File: src/rtl/ppu_row_sched_if.sv
// ppu_row_sched_if: swap/done inputs and start/status outputs of the
// per-scanline render scheduler, bundled as one port.
interface ppu_row_sched_if #(
    parameter int ROW_W = 8
);
    logic             rowram_swap;
    logic             frame_start;
    logic             bg_done;
    logic             fg_done;
    logic             spr_done;
    logic             mix_done;
    logic             bg_start;
    logic             fg_start;
    logic             spr_start;
    logic             mix_start;
    logic             eng_abort;
    logic             rr_wr_sel;
    logic [ROW_W-1:0] row_num;
    logic             row_ready;
    logic [7:0]       overrun_cnt;

    // Video output / engines side
    modport master (
        output rowram_swap, frame_start, bg_done, fg_done, spr_done, mix_done,
        input  bg_start, fg_start, spr_start, mix_start, eng_abort,
               rr_wr_sel, row_num, row_ready, overrun_cnt
    );

    // Scheduler side
    modport slave (
        input  rowram_swap, frame_start, bg_done, fg_done, spr_done, mix_done,
        output bg_start, fg_start, spr_start, mix_start, eng_abort,
               rr_wr_sel, row_num, row_ready, overrun_cnt
    );
endinterface

File: src/rtl/ppu_row_sched.sv
// ppu_row_sched: per-scanline render scheduler. Flips the row-RAM ping-pong
// on every swap, advances the row number, runs the three fetch engines in
// parallel and then the mixer, and aborts the engines on an overrun.
// Optional feature macro: PPU_OVERRUN_CNT_EN builds the saturating overrun
// counter; without it overrun_cnt is tied to zero.
module ppu_row_sched #(
    parameter int NUM_ROWS = 240,
    parameter int ROW_W    = 8
) (
    input  logic               clk,
    input  logic               rst_n,
    ppu_row_sched_if.slave     bus
);
    typedef enum logic [2:0] {
        ST_IDLE,
        ST_START,
        ST_FETCH,
        ST_MIX,
        ST_DONE,
        ST_ABORT
    } state_t;

    localparam logic [ROW_W-1:0] LAST_ROW = ROW_W'(NUM_ROWS - 1);

    state_t           r_state;
    state_t           w_state_next;
    logic             r_bg_flag, r_fg_flag, r_spr_flag;
    logic             w_bg_flag_next, w_fg_flag_next, w_spr_flag_next;
    logic             r_fetch_start;
    logic             r_mix_start;
    logic             r_eng_abort;
    logic             r_rr_wr_sel;
    logic [ROW_W-1:0] r_row_num;
    logic [ROW_W-1:0] w_row_next;
    logic             r_row_ready;
    logic             w_swap;

    assign w_swap = bus.rowram_swap;

    // The new row after a swap: frame_start forces row 0, otherwise wrap at the last row
    always_comb begin
        w_row_next = r_row_num;
        if (bus.frame_start || r_row_num == LAST_ROW) begin
            w_row_next = '0;
        end else begin
            w_row_next = r_row_num + ROW_W'(1);
        end
    end

    // Next-state and sticky done flags; swap wins over dones except mix_done in MIX
    always_comb begin
        w_state_next    = r_state;
        w_bg_flag_next  = r_bg_flag;
        w_fg_flag_next  = r_fg_flag;
        w_spr_flag_next = r_spr_flag;
        case (r_state)
            ST_IDLE, ST_DONE: begin
                if (w_swap) w_state_next = ST_START;
            end
            ST_START: begin
                // Flags restart from zero; dones arriving in the start cycle already count
                w_bg_flag_next  = bus.bg_done;
                w_fg_flag_next  = bus.fg_done;
                w_spr_flag_next = bus.spr_done;
                if (w_swap) begin
                    w_state_next = ST_ABORT;
                end else if (bus.bg_done && bus.fg_done && bus.spr_done) begin
                    w_state_next = ST_MIX;
                end else begin
                    w_state_next = ST_FETCH;
                end
            end
            ST_FETCH: begin
                w_bg_flag_next  = r_bg_flag  | bus.bg_done;
                w_fg_flag_next  = r_fg_flag  | bus.fg_done;
                w_spr_flag_next = r_spr_flag | bus.spr_done;
                if (w_swap) begin
                    w_state_next = ST_ABORT;
                end else if (w_bg_flag_next && w_fg_flag_next && w_spr_flag_next) begin
                    w_state_next = ST_MIX;
                end
            end
            ST_MIX: begin
                if (bus.mix_done) begin
                    w_state_next = w_swap ? ST_START : ST_DONE;
                end else if (w_swap) begin
                    w_state_next = ST_ABORT;
                end
            end
            ST_ABORT: begin
                w_state_next = ST_START;
            end
            default: begin
                w_state_next = ST_IDLE;
            end
        endcase
    end

    // State, flags and registered pulse outputs derived from the next state
    always_ff @(posedge clk or negedge rst_n) begin
        if (!rst_n) begin
            r_state       <= ST_IDLE;
            r_bg_flag     <= 1'b0;
            r_fg_flag     <= 1'b0;
            r_spr_flag    <= 1'b0;
            r_fetch_start <= 1'b0;
            r_mix_start   <= 1'b0;
            r_eng_abort   <= 1'b0;
        end else begin
            r_state       <= w_state_next;
            r_bg_flag     <= w_bg_flag_next;
            r_fg_flag     <= w_fg_flag_next;
            r_spr_flag    <= w_spr_flag_next;
            r_fetch_start <= (w_state_next == ST_START);
            r_mix_start   <= (w_state_next == ST_MIX) && (r_state != ST_MIX);
            r_eng_abort   <= (w_state_next == ST_ABORT);
        end
    end

    // Buffer select, row number and row-ready status follow every swap
    always_ff @(posedge clk or negedge rst_n) begin
        if (!rst_n) begin
            r_rr_wr_sel <= 1'b0;
            r_row_num   <= LAST_ROW;
            r_row_ready <= 1'b0;
        end else begin
            if (w_swap) begin
                r_rr_wr_sel <= ~r_rr_wr_sel;
                r_row_num   <= w_row_next;
                r_row_ready <= 1'b0;
            end else if (r_state == ST_MIX && bus.mix_done) begin
                r_row_ready <= 1'b1;
            end
        end
    end

`ifdef PPU_OVERRUN_CNT_EN
    logic [7:0] r_overrun_cnt;
    logic       w_overrun;

    // ABORT is only ever entered through an overrun
    assign w_overrun = (w_state_next == ST_ABORT);

    // Saturating overrun counter
    always_ff @(posedge clk or negedge rst_n) begin
        if (!rst_n) begin
            r_overrun_cnt <= 8'd0;
        end else if (w_overrun && r_overrun_cnt != 8'hFF) begin
            r_overrun_cnt <= r_overrun_cnt + 8'd1;
        end
    end

    assign bus.overrun_cnt = r_overrun_cnt;
`else
    assign bus.overrun_cnt = 8'd0;
`endif

    assign bus.bg_start  = r_fetch_start;
    assign bus.fg_start  = r_fetch_start;
    assign bus.spr_start = r_fetch_start;
    assign bus.mix_start = r_mix_start;
    assign bus.eng_abort = r_eng_abort;
    assign bus.rr_wr_sel = r_rr_wr_sel;
    assign bus.row_num   = r_row_num;
    assign bus.row_ready = r_row_ready;

endmodule

File: src/flat_wrapper.sv
// flat-port wrapper written by rule: the top's interface ports become plain ports
module ppu_row_sched_flat 
#(
    parameter int NUM_ROWS = 240,
    parameter int ROW_W    = 8
)
  (clk, rst_n, bus_rowram_swap, bus_frame_start, bus_bg_done, bus_fg_done, bus_spr_done, bus_mix_done, bus_bg_start, bus_fg_start, bus_spr_start, bus_mix_start, bus_eng_abort, bus_rr_wr_sel, bus_row_num, bus_row_ready, bus_overrun_cnt);
  ppu_row_sched_if #(.ROW_W(ROW_W)) bus_i ();
  input  logic clk;
  input  logic rst_n;
  input wire logic [$bits(bus_i.rowram_swap)-1:0] bus_rowram_swap;
  input wire logic [$bits(bus_i.frame_start)-1:0] bus_frame_start;
  input wire logic [$bits(bus_i.bg_done)-1:0] bus_bg_done;
  input wire logic [$bits(bus_i.fg_done)-1:0] bus_fg_done;
  input wire logic [$bits(bus_i.spr_done)-1:0] bus_spr_done;
  input wire logic [$bits(bus_i.mix_done)-1:0] bus_mix_done;
  output wire logic [$bits(bus_i.bg_start)-1:0] bus_bg_start;
  output wire logic [$bits(bus_i.fg_start)-1:0] bus_fg_start;
  output wire logic [$bits(bus_i.spr_start)-1:0] bus_spr_start;
  output wire logic [$bits(bus_i.mix_start)-1:0] bus_mix_start;
  output wire logic [$bits(bus_i.eng_abort)-1:0] bus_eng_abort;
  output wire logic [$bits(bus_i.rr_wr_sel)-1:0] bus_rr_wr_sel;
  output wire logic [$bits(bus_i.row_num)-1:0] bus_row_num;
  output wire logic [$bits(bus_i.row_ready)-1:0] bus_row_ready;
  output wire logic [$bits(bus_i.overrun_cnt)-1:0] bus_overrun_cnt;
  assign bus_i.rowram_swap = bus_rowram_swap;
  assign bus_i.frame_start = bus_frame_start;
  assign bus_i.bg_done = bus_bg_done;
  assign bus_i.fg_done = bus_fg_done;
  assign bus_i.spr_done = bus_spr_done;
  assign bus_i.mix_done = bus_mix_done;
  assign bus_bg_start = bus_i.bg_start;
  assign bus_fg_start = bus_i.fg_start;
  assign bus_spr_start = bus_i.spr_start;
  assign bus_mix_start = bus_i.mix_start;
  assign bus_eng_abort = bus_i.eng_abort;
  assign bus_rr_wr_sel = bus_i.rr_wr_sel;
  assign bus_row_num = bus_i.row_num;
  assign bus_row_ready = bus_i.row_ready;
  assign bus_overrun_cnt = bus_i.overrun_cnt;
  ppu_row_sched #(.NUM_ROWS(NUM_ROWS), .ROW_W(ROW_W)) u_core (.clk(clk), .rst_n(rst_n), .bus(bus_i));
endmodule
File: config.mk
export PLATFORM = sky130hd
export DESIGN_NAME = ppu_row_sched_flat
export DESIGN_NICKNAME = d
export VERILOG_FILES = /design/src/rtl/ppu_row_sched_if.sv /design/src/rtl/ppu_row_sched.sv /design/src/flat_wrapper.sv
export SDC_FILE = /design/constraint.sdc
export NUM_CORES = 1
export LEC_CHECK = 0
export ABC_AREA = 1
export BUFFER_PORTS_ARGS = -buffer_cell sky130_fd_sc_hd__buf_2
export CORE_ASPECT_RATIO = 0.7
export CORE_MARGIN = 10
export CORE_UTILIZATION = 54
export DETAILED_ROUTE_END_ITERATION = 8
export HOLD_SLACK_MARGIN = 0.03
export PLACE_DENSITY = 0.89
export SKIP_LAST_GASP = 1
export SLEW_MARGIN = 0
export SYNTH_ARGS = -nofsm -noshare
export SYNTH_HDL_FRONTEND = slang
export SYNTH_SLANG_ARGS = --single-unit
File: constraint.sdc
create_clock -name clk -period 3.5 [get_ports clk]
set_input_delay 0.175 -clock clk [delete_from_list [all_inputs] [get_ports clk]]
set_output_delay 0.175 -clock clk [all_outputs]
set_load 0.005 [all_outputs]
Yosys cells after proc, flatten, opt, wreduce, memory -nomap -nowiden
Index checks and enable logic that the tools add are counted.

Add/sub/neg operators: 1. Eq/ne operators: 10. Mux-type cells: 15. Bitwise gates (word level): 4. Reduce and logical (&&, ||, !) cells: 11.

Operators with widths (count): 3-bit two-way mux (7); 3-bit case mux with 5 select lines (1); 3-bit by 2-bit == test with 1-bit output, second input constant (3); 3-bit == test, second input constant (3); 8-bit by 1-bit adder with 8-bit output, second input constant (1); 8-bit == test, second input constant (1); 8-bit two-way mux (1); 3-bit by 1-bit == test with 1-bit output, second input constant (2); 1-bit logical AND (6); 1-bit case mux with 2 select lines (3); 2-bit nonzero test (2); 3-bit zero test (1); 1-bit two-way mux (3); 3-bit by 2-bit != test with 1-bit output, second input constant (1); 1-bit bitwise OR (3); 2-bit OR reduction (1); 1-bit logical OR (1); 1-bit NOT (1).

Bits in registers: 19. Bits of input ports: 8. Logic and storage cells: 51.

Logic depth before layout (Yosys ltp)
Word-level depth: 8. Mapped depth: 8.

Worst setup path before layout
OpenSTA, ideal clock, no wires.

Path type: reg-to-reg. From: reg u_core.r_row_num[0], in the netlist u_core.bus.row_num[0]. To: reg u_core.r_row_num[4], in the netlist u_core.bus.row_num[4]. Arrival time: 1.224 ns. Required time: 3.380 ns. Setup slack: 2.157 ns. Stages on the path, launching flop included: 9. Period minus slack after synthesis: 1.343 ns. Cell sequence: dfstp_2 > ha_1 > nand2_1 > nor2_1 > nand2_1 > nand2_1 > nand2_2 > inv_2 > nor2_1.

Cells in the longest elaborated chain, start to end: 3.

Ends and longest elaborated chain: start, declared (RTL line ppu_row_sched.sv:33) `logic [ROW_W-1:0] r_row_num;`; start signal, assigned (RTL line ppu_row_sched.sv:129) `r_row_num <= w_row_next;`; branches (longest 2 deep; another with 8-bit by 1-bit adder with 8-bit output); 8-bit two-way mux * (RTL line ppu_row_sched.sv:43) `if (bus.frame_start || r_row_num == LAST_ROW) begin`.

Every way passes the cells marked *. A chain may end at the register's enable or synchronous reset.

Worst setup path after layout
Same ends and word-level chain as after synthesis.

==> impl_metrics.ini <==
[timing]
fin_crit_ns = 1.46
layout_setup_ws_ns = 2.04
period_share_pct = 41.7
drv_slew = 0
hold_viol_final = 0
finClkSkew_ns = 0.000784
max_freq_mhz = 685
setup-tns-final_ns = 0
setup_viol_count_final = 0
rsz0062_at_grt = false

[place]
post-place-ws_ns = 2.07
placed_cells = 167
dp_hpwl_um = 1810
io_buffers = 22
globalplace.congestion = 0.846
dpl_cell_area_sq_um = 1150

[routing]
wire_per_inst_um = 13.4
drtIter0Drc = 56
drtPass1Iterations = 4
vias = 858
drc_errors = 0
ant_nets = 0
drt-total-wl_um = 2310
vias_per_cell = 4.99

[logic_synthesis]
syn_area_sq_um = 1080
yosys.area.top_type = dfrtp_1
async_flop_share_pct = 100
synth_cells = 127
syn-mean-instance-area_sq_um = 8.48
synth_warnings = 0
yosysMostFrequentCell = nand2_1
synth_top_area_share_pct = 27.9
yosysUniqueCellTypes = 28
synth_edf_count = 0
yosysSeqAreaShare_pct = 44.9
synth_top_cells_by_count = nand2_1, nor2_1, inv_1
yosys_most_used_dff = dfrtp_1
netlist_top_cells_area = dfrtp_1, dfstp_2, nand2_1
ys_ff_latch = 19

[critical_path]
cpMostUsedCell = nand2_1
crit_type = reg2reg
cp-end-kind = flip-flop
cp-start-kind = flip-flop
crit_buf_inv = 1
crit_fanout = 5
arrival_ns = 1.65
critPathMaxStageDelay_ns = 0.60
cp_slowest_cell = dfstp_2
required_ns = 3.69
path_delay_family = flip-flops
crit_chain = ha_1 > nand2_1 > nor2_1 > nand2_1 > nand2_1 > nand2_2 > inv_2 > nor2_1

[clocking]
worstSkewPairLatency_ns = 0.29
root_buffer = clkbuf_4
htreeDepth = 1
clockBufferDepth = 2
clk_pin_slew_ns = 0.10
clock_sinks = 19
numCtsBuffers = 3
cts_tree = yes

[power_and_ir_drop]
vdd_drop_max_mv = 0.430
powerDensity_nw_per_um2 = 583
p_leak_uw = 0.000656

[die]
core-area_sq_um = 1870
io_pins = 31
fp.dieH_um = 57.4
rows = 13
start_util_pct = 57.6
fp.dieW_um = 73.4
dieArea_sq_um = 4210

[global_routing]
grt_pass1_vias = 878
grt_start_max_net_pins = 20
grt_usage_pct = 11.6
grt_pass1_wl_um = 4000
grt_overflow = 0
antenna_found_initial = 0

[layout]
nNetsFinal = 160
antenna_cells = 0
stdcell_count = 172
fillers = 161
final_area_sq_um = 1190
drive_gt1_share_pct = 32.7
area_growth_syn_to_layout_pct = 10.6

[outcome]
status = complete, no violations

[hold_path]
hp-class = in2reg

[flow_run]
maxCapViolCount = 0
where the power goes:
part           leakage, uW  switching, uW  internal, uW  total [uW]
clock network    0.0000150           61.2          44.3         105
registers         0.000225           50.5           286         336
logic             0.000416            151           101         252
layout by cell type, fill, tap and decap left out, types with 2 or more instances in the layout:
cell type	instances
a21oi_1	2
nand3_1	7
nand3_2	3
clkbuf_4	3
a22o_1	2
nand4_1	2
nand2_2	3
xor2_1	3
inv_1	14
inv_2	2
nand2_1	25
nand2_4	2
conb_1	8
dfrtp_1	12
o21ai_0	3
buf_2	22
dfstp_2	7
nor2_1	17
nor2_2	2
worst register-to-register path, cell delays in order (launching register included):
cell	delay, ns
dfstp_2	0.60
ha_1	0.25
nand2_1	0.07
nor2_1	0.10
nand2_1	0.05
nand2_1	0.10
nand2_2	0.09
inv_2	0.07
nor2_1	0.03
cells by family (layout without fill, tap and decap cells):
| kind of cell | Yosys count | in the layout | share of synthesized area [%] |
|---|---|---|---|
| simple gates | 65 | 65 | 30.2 |
| other cells | 1 | 8 | 0.348 |
| flops | 19 | 19 | 44.9 |
| buf+inv | 27 | 43 | 13.6 |
| compound gates | 10 | 10 | 6.50 |
| xor+xnor | 4 | 4 | 3.25 |
| fa+ha+maj | 1 | 1 | 1.16 |
metal layers:
layer  part of all wire (%)  routed length (um)  up-vias  track usage, %
li1                       -                   -      425               -
met1                     42                 969      394            13.1
met2                     46                1060       37            19.1
met3                     12                 266        2            5.87
met4                   0.39                   9        0            2.92
met5                      0                   0        -               0
flip-flops by register name (all words and copies together), names as in the netlist:
signal and count:
u_core.bus.row_num 8, u_core.r_state 3, u_core.bus.bg_start 1, u_core.bus.eng_abort 1, u_core.bus.mix_start 1, u_core.bus.row_ready 1
u_core.bus.rr_wr_sel 1, u_core.r_bg_flag 1, u_core.r_fg_flag 1, u_core.r_spr_flag 1
area by class of cell:
class	instances	area (sq um)	area share [%]
timing repair buffer	23	120	10.1
sequential	19	484	40.7
multi-input combinational	88	473	39.7
clock buffer	4	26.3	2.21
inverter	16	60.1	5.04
tap	22	27.5	2.31
worst paths after layout:
check	depth (start not counted)	startpoint	slack, ns	end
setup / recovery	8	u_core.bus.row_num[0]$_DFFE_PN1P_	2.04	u_core.bus.row_num[4]$_DFFE_PN0P_
setup reg to reg	8	u_core.bus.row_num[0]$_DFFE_PN1P_	2.04	u_core.bus.row_num[4]$_DFFE_PN0P_
min in group asynchronous	2	rst_n	0.34	u_core.r_spr_flag$_DFFE_PN0P_
max in group asynchronous	2	rst_n	2.84	u_core.bus.row_num[7]$_DFFE_PN1P_
hold / removal	3	bus_bg_done	0.13	u_core.r_bg_flag$_DFFE_PN0P_
hold reg to reg	1	u_core.bus.rr_wr_sel$_DFFE_PN0P_	0.47	u_core.bus.rr_wr_sel$_DFFE_PN0P_
through the flow:
stage	total power (uW)	hold slack, ns	util [%]
finish	694	0.129	63.7
global route	756	0.121	63.7
CTS	703	0.115	63.7
detailed placement	594	0.134	61.7
global placement	579	0.128	61.7
floorplan	521	-0.121	-
timing repair:
| action | CTS | global route |
|---|---|---|
| hold buffers | 1 | 0 |
| resized for setup | 0 | 0 |
| setup buffers | 0 | 0 |
| endpoints found under the hold margin | 12 | 0 |
Power figures use the tool's default switching activity.
